[config.mk]
export PLATFORM = sky130hd
export DESIGN_NAME = alu_mul_sequencer
export DESIGN_NICKNAME = d
export VERILOG_FILES = /design/src/rtl/alu_mul_sequencer.sv
export SDC_FILE = /design/constraint.sdc
export NUM_CORES = 1
export LEC_CHECK = 0
export ABC_AREA = 1
export BUFFER_PORTS_ARGS = -buffer_cell sky130_fd_sc_hd__buf_4
export CORE_ASPECT_RATIO = 1.25
export CORE_MARGIN = 1
export CORE_UTILIZATION = 30
export DETAILED_ROUTE_END_ITERATION = 12
export PLACE_DENSITY = 0.58
export SLEW_MARGIN = 10
export SYNTH_ARGS = -nofsm -noshare
export SYNTH_HDL_FRONTEND = slang
export SYNTH_SLANG_ARGS = --single-unit
export TNS_END_PERCENT = 10
[constraint.sdc]
create_clock -name Clock -period 1.3 [get_ports Clock]
set_input_delay 0.13 -clock Clock [delete_from_list [all_inputs] [get_ports Clock]]
set_output_delay 0.13 -clock Clock [all_outputs]
set_load 0.02 [all_outputs]
[src/rtl/alu_mul_sequencer.sv]
// rtl/alu_mul_sequencer.sv - 8x8 shift-add multiplier that drives a shared external ALU
// One ALU operation per cycle: add, shift multiplicand left, shift multiplier right, 8 rounds.
module alu_mul_sequencer (
   input  logic        Clock,
   input  logic        Reset,
   input  logic        Start,
   input  logic [7:0]  MulA,
   input  logic [7:0]  MulB,
   input  logic [15:0] ALUOut,
   output logic [15:0] ALU_A,
   output logic [15:0] ALU_B,
   output logic [4:0]  FunSel,
   output logic        WF,
   output logic        Busy,
   output logic        Done,
   output logic [15:0] Product
);

   typedef enum logic [2:0] {
      IDLE = 3'd0,
      ADD  = 3'd1,
      SHL  = 3'd2,
      SHR  = 3'd3,
      FLAG = 3'd4,
      DONE = 3'd5
   } state_t;

   localparam logic [4:0] FS_PASS16 = 5'b10000;
   localparam logic [4:0] FS_ADD16  = 5'b10100;
   localparam logic [4:0] FS_LSL16  = 5'b11011;
   localparam logic [4:0] FS_LSR8   = 5'b01100;

   state_t      state;
   state_t      state_nxt;
   logic [15:0] p_reg;
   logic [15:0] m_reg;
   logic [7:0]  q_reg;
   logic [2:0]  cnt;

   always_ff @(posedge Clock) begin
      if (!Reset) begin
         state <= IDLE;
      end else begin
         state <= state_nxt;
      end
   end

   // Datapath registers load straight from the shared ALU result; the ADD carry is dropped.
   always_ff @(posedge Clock) begin
      if (!Reset) begin
         p_reg   <= 16'h0000;
         m_reg   <= 16'h0000;
         q_reg   <= 8'h00;
         cnt     <= 3'd0;
         Product <= 16'h0000;
      end else begin
         case (state)
            IDLE: begin
               if (Start) begin
                  m_reg <= {8'h00, MulA};
                  q_reg <= MulB;
                  p_reg <= 16'h0000;
                  cnt   <= 3'd0;
               end
            end
            ADD: begin
               if (q_reg[0]) begin
                  p_reg <= ALUOut;
               end
            end
            SHL: begin
               m_reg <= ALUOut;
            end
            SHR: begin
               q_reg <= ALUOut[7:0];
               cnt   <= cnt + 3'd1;
            end
            DONE: begin
               Product <= p_reg;
            end
            default: begin
            end
         endcase
      end
   end

   always_comb begin
      state_nxt = state;
      case (state)
         IDLE:    state_nxt = Start ? ADD : IDLE;
         ADD:     state_nxt = SHL;
         SHL:     state_nxt = SHR;
         SHR:     state_nxt = (cnt == 3'd7) ? FLAG : ADD;
         FLAG:    state_nxt = DONE;
         DONE:    state_nxt = IDLE;
         default: state_nxt = IDLE;
      endcase
   end

   // FLAG replays the final product through the ALU so it latches Z/N exactly once.
   always_comb begin
      ALU_A  = 16'h0000;
      ALU_B  = 16'h0000;
      FunSel = FS_PASS16;
      WF     = 1'b0;
      Busy   = (state != IDLE);
      Done   = 1'b0;
      case (state)
         ADD: begin
            ALU_A  = p_reg;
            ALU_B  = m_reg;
            FunSel = FS_ADD16;
         end
         SHL: begin
            ALU_A  = m_reg;
            FunSel = FS_LSL16;
         end
         SHR: begin
            ALU_A  = {8'h00, q_reg};
            FunSel = FS_LSR8;
         end
         FLAG: begin
            ALU_A  = p_reg;
            WF     = 1'b1;
         end
         DONE: begin
            Done   = 1'b1;
         end
         default: begin
         end
      endcase
   end

endmodule

==> results of run 1 <==
==> routing by layer <==
layer / wire [um] / vias to the layer above / global-route usage [%]
met5: 0 / - / 0
li1: - / 1655 / -
met1: 4000 / 1518 / 21.9
met4: 223 / 0 / 7.51
met2: 4950 / 91 / 32.8
met3: 532 / 16 / 4.33
==> through the flow <==
| step | worst slack [ns] | power [mW] | setup TNS [ns] | area (um2) | hold WS, ns |
|---|---|---|---|---|---|
| after floorplan | -0.0380 | 2.82 | -0.605 | 3040 | 0.279 |
| after global placement | -0.0732 | 3.26 | -0.693 | 3970 | 0.407 |
| after detailed placement | -0.0851 | 3.27 | -1.18 | 3970 | 0.411 |
| after CTS | -0.301 | 5.69 | -8.76 | 4470 | 0.0706 |
| after global routing | -0.361 | 6.02 | -14.13 | 4690 | 0.0811 |
| final | -0.301 | 5.77 | -9.45 | 4690 | 0.0803 |
==> cells by family after synthesis <==
kind of cell	Yosys count	share of synthesized area, %
compound gates	64	12.0
fa+ha+maj	2	0.836
buf+inv	71	11.0
flops	62	41.5
simple gates	261	34.7
==> critical path: cells and delay by family, from the launching register on <==
family | cells | cell delay (ns)
buffers and inverters | 3 | 0.48
flip-flops | 1 | 0.38
AND/OR/NAND/NOR | 1 | 0.11
AO/OA/AOI/OAI | 1 | 0.17
==> cells in the final DEF, fill, tap and decap left out, types with 4 or more instances in the layout <==
cell,count
nand3_1,18
buf_6,15
a21oi_2,5
o21ai_0,14
nand2_1,142
o221ai_2,6
buf_12,7
dfxtp_1,59
nor2_1,73
inv_1,35
nor2_2,6
nand3_4,4
a21oi_1,25
buf_4,101
o21ai_1,8
clkbuf_16,10
nand2_4,4
nand2_2,7
nor2_4,5
==> worst max-delay path by stage <==
| stage | start | end | slack, ns | cells past startpoint |
|---|---|---|---|---|
| CTS | state[1] | ALU_A[3] | -0.30 | 7 |
| finish | state[0] | ALU_A[6] | -0.30 | 5 |
| floorplan | state[2] | ALU_A[0] | -0.04 | 5 |
| detailed placement | state[0] | ALU_A[3] | -0.09 | 5 |
| global placement | state[1] | ALU_A[3] | -0.07 | 7 |
| global route | state[1] | ALU_A[3] | -0.36 | 7 |
==> power breakdown <==
group          switching (mW)  internal, mW  total, mW
clock network           0.851          1.52       2.37
logic                   0.723         0.541       1.26
registers               0.100          2.04       2.14
total                    1.67          4.09       5.77
==> cell type report <==
class | instances | area (um2)
Timing Repair Buffer | 127 | 1150
Clock buffer | 11 | 243
Inverter | 43 | 184
Sequential cell | 62 | 1250
Multi-Input combinational cell | 327 | 1650
Fill cell | 980 | 4970
Tap cell | 126 | 158
Clock inverter | 4 | 47.5
==> timing repair <==
item,CTS,global route
hold buffers,0,0
resized for setup,48,42
buffers inserted,2,5
setup endpoints to repair,63,78
gates cloned,1,1
pin swaps,3,8
==> reports/qor.yml, run 1 <==
status: "complete, but fails checks"
failed_checks: "setup timing"
relSlewSlack_pct: 79.7
yosys_warnings: 0
final.period_utilization_pct: 123
timing.rr.end: "q_reg[0]"
fp-row-count: 40
overflow: 0
syn_nets: 497
finalSetupViolations: 65
dp_hpwl_um: 6760
yosys.cell_count.top_type: "nand2_1"
via_per_inst: 4.69
async_flop_share_pct: 0
final_cells: 700
cts_buffers: 9
fin_util_pct: 48.6
vdd_drop_max_mv: 0.812
synth_ff_type: "dfxtp_1"
tightestPinTransition_ns: 0.304
first_pass_iters: 4
htreeDepth: 3
r2r_cells: 8
cts_tree: "done"
die-area_um2: 10400
maxSlewViolCount: 0
clock-sinks: 62
finalClockSkew_ns: 0.00512
regToRegSetupSlack_ns: -0.14
p_per_area_nw_per_um2: 1230
grt_pass1_vias: 3077
start_util_pct: 31.0
synth_top_area_share_pct: 41.5
critPathRequiredTime_ns: 1.17
synth.avg_cell_area_um2: 6.50
cts_buffer_depth: 2
io_buffers: 90
ys_types: 23
routabilityCongestion: 0.795
ios: 91
slowest_delay_ns: 0.38
syn2layout_area_growth_pct: 56.8
post-route-worst-setup-slack_ns: -0.301
drtAntennaViolNets: 0
r2r-start: "state[0]"
dp.cells: 676
final-hold-violation-count: 0
drive_gt1_share_pct: 34.1
drv_cap: 0
routed_wl_um: 9710
crit_chain: "buf_4, nand3_4, buf_12, o221ai_2, buf_4"
drcViolationCount: 0
grt_start_max_net_pins: 33
crit_path_end_kind: "output port"
rsz0062_at_grt: "true"
start_kind: "flop"
synth_seq_cells: 62
antenna_found_initial: 0
syn_inst: 460
min-delay-path-class: "in -> reg"
synth_edf_count: 0
fmax_mhz: 625
num-nets-final: 607
vias: 3280
wl_per_cell_um: 13.9
synthTopCellsByArea: "dfxtp_1 (41%), nand2_1 (19%), nor2_1 (10%)"
core_um2: 9660
clock_latency_ns: 0.33
hp-start: "ALUOut[14]"
period_minus_slack_ns: 1.60
min_to: "m_reg[14]"
die_h_um: 114
synth_area_um2: 2990
chipWidth_um: 91.3
critPathKind: "reg -> out"
seq_area_frac_synth_pct: 41.5
arrival_ns: 1.47
leakagePower_nw: 2.16
drt_iter0_drc: 143
grt_pass1_wl_um: 15000
critPathMaxFanout: 8
path_clk_slew_ns: 0.05
synth_top_cells_by_count: "nand2_1 (152), nor2_1 (83), dfxtp_1 (62)"
hold_depth: 3
track_usage_pct: 18.7
yosys.area.top_type: "dfxtp_1"
insertedDiodeCount: 0
cts_root_buf: "clkbuf_16"
worst_path_most_repeated_cell: "buf_4"
crit_slowest_cell: "dfxtp_4"
No activity file was read; power rests on OpenSTA's default activity.
==> run 2: changes to the inputs <==
PLACE_DENSITY = 0.56   (was 0.58)
clock period = 1.8 ns   (was 1.3 ns; I/O delays follow)
==> run 2 against run 1 <==
The run now ends clean. Register-to-register slack gained 0.40 ns. Critical path type unchanged. Via count shrank 5.2%. Largest cell class unchanged. Largest power group unchanged. Flip-flop and latch count is the same.
==> reports/qor.yml, run 2 (synthesis gave the netlist of run 1 again) <==
start_kind: "flop"
io_buffers: 90  # unchanged
grt_pass1_wl_um: 14400  # -3.9%
status: "completed"
placed_area_um2: 3740  # -5.8%
finalClockSkew_ns: 0.00701  # +0.00190 ns
path_clk_slew_ns: 0.05  # about the same
track_usage_pct: 18.2  # -0.52 points
p_switching_mw: 1.09  # -35%
fill_cells: 1044  # +6.5%
grt_start_max_net_pins: 39  # +18%
cts_tree: "done"
final.period_utilization_pct: 99.1
internal_power_mw: 3.06  # -25%
layout_common_cells: "nand2_1 (152), buf_4 (97), nor2_1 (83)"
overflow: 0  # unchanged
wl_per_cell_um: 13.5  # -2.4%
syn2layout_area_growth_pct: 36.6
fp-row-count: 40  # unchanged
cts_setup_buffers: 0  # -2
critPathMaxFanout: 10  # +2
r2r_cells: 3  # -5
final_cells: 673  # -3.9%
die-area_um2: 10400  # unchanged
cts_root_buf: "clkbuf_16"
post-route-worst-setup-slack_ns: 0.0154  # +0.316 ns
period_minus_slack_ns: 1.78
clkPwrFrac_pct: 46.0  # +4.9 points
grt_pass1_vias: 2887  # -6.2%
cts_buffer_depth: 2  # unchanged
num-nets-final: 579  # -4.6%
dp.cells: 657  # -2.8%
maxSlewViolCount: 0  # unchanged
whs_ns: 0.125  # +0.0450 ns
drt_iter0_drc: 106  # -26%
via_per_inst: 4.62  # -1.3%
ios: 91  # unchanged
clock-sinks: 62  # unchanged
die_h_um: 114  # unchanged
cts_buffers: 9  # unchanged
vias: 3111  # -5.2%
drtAntennaViolNets: 0  # unchanged
chipWidth_um: 91.3  # unchanged
dp_hpwl_um: 6600  # -2.5%
hold_buffers: 0  # unchanged
critPathKind: "reg -> out"
drive_gt1_share_pct: 23.0  # -11 points
drv_cap: 0  # unchanged
insertedDiodeCount: 0  # unchanged
relSlewSlack_pct: 36.5  # -43 points
leakagePower_nw: 1.92  # -11%
p_comb_share_pct: 16.9  # -5.0 points
critPathRequiredTime_ns: 1.62  # +0.45 ns
routed_wl_um: 9120  # -6.2%
arrival_ns: 1.60  # +0.13 ns
final_common_cell: "nand2_1"
fin_util_pct: 42.3  # -6.3 points
first_pass_iters: 4  # unchanged
dpl_worst_slack_ns: 0.244  # +0.329 ns
p_per_area_nw_per_um2: 1020  # -17%
min-delay-path-class: "in -> reg"
routabilityCongestion: 0.807  # +1.5%
htreeDepth: 3  # unchanged
tightestPinTransition_ns: 0.950  # +0.646 ns
crit_path_end_kind: "output port"
finalSetupViolations: 0  # -100%
final_area_um2: 4090  # -13%
setup_total_negative_slack_ns: 0  # +9.45 ns
power_frac_seq_pct: 37.2  # +0.2 points
start_util_pct: 31.0  # unchanged
rsz0062_at_grt: "true"
fmax_mhz: 560
p_sw_share_pct: 26.3  # -2.7 points
clock_latency_ns: 0.33  # about the same
total_power_mw: 4.15  # -28%
vdd_drop_max_mv: 0.493  # -39%
hold_depth: 3  # unchanged
antenna_found_initial: 0  # unchanged
drcViolationCount: 0  # unchanged
final-hold-violation-count: 0  # unchanged
core_um2: 9660  # unchanged
==> run 2: repair_timing <==
| action | CTS | global route |
|---|---|---|
| pin swaps | 0 | 1 |
| gates resized for setup | 2 | 3 |
| hold endpoints to repair | 0 | 0 |
| endpoints found under the setup margin | 18 | 18 |
==> run 2: worst paths after layout <==
kind	from	endpoint	slack, ns
hold / removal	ALUOut[9]	m_reg[9]	0.13
hold reg to reg	m_reg[8]	m_reg[8]	0.46
setup / recovery	state[2]	FunSel[0]	0.02
setup reg to reg	state[1]	m_reg[12]	0.26
==> run 2: final cells by class <==
type / instances / area, um2 / share of cell area (%)
clock buffer: 13 / 270 / 6.62
clock inverter: 3 / 65.1 / 1.59
inverter: 43 / 164 / 4.01
multi-input combinational: 327 / 1430 / 34.9
sequential: 62 / 1240 / 30.4
tap: 126 / 158 / 3.86
timing repair buffer: 99 / 759 / 18.6
==> run 2: worst max-delay path, stage by stage (launching register included) <==
cell	delay (ns)
dfxtp_1	0.43
inv_4	0.10
nand3_2	0.12
clkinv_1	0.33
buf_4	0.29
==> run 2: power by group through the flow <==
stage / Sequential [mW] / Clock (mW) / Combinational (mW)
after global placement: 1.57 / 0 / 0.688
after CTS: 1.54 / 1.94 / 0.701
after floorplan: 1.54 / 0 / 0.480
final: 1.54 / 1.91 / 0.699
after detailed placement: 1.57 / 0 / 0.697
after global routing: 1.55 / 2.01 / 0.792
==> run 2: layer usage <==
metal / up-vias / track usage, % / share of wire (%)
met5: - / 0 / 0
met4: 0 / 8.25 / 2.3
met3: 13 / 4.93 / 5.3
met2: 76 / 31.5 / 51
met1: 1428 / 20.9 / 42
li1: 1594 / - / -
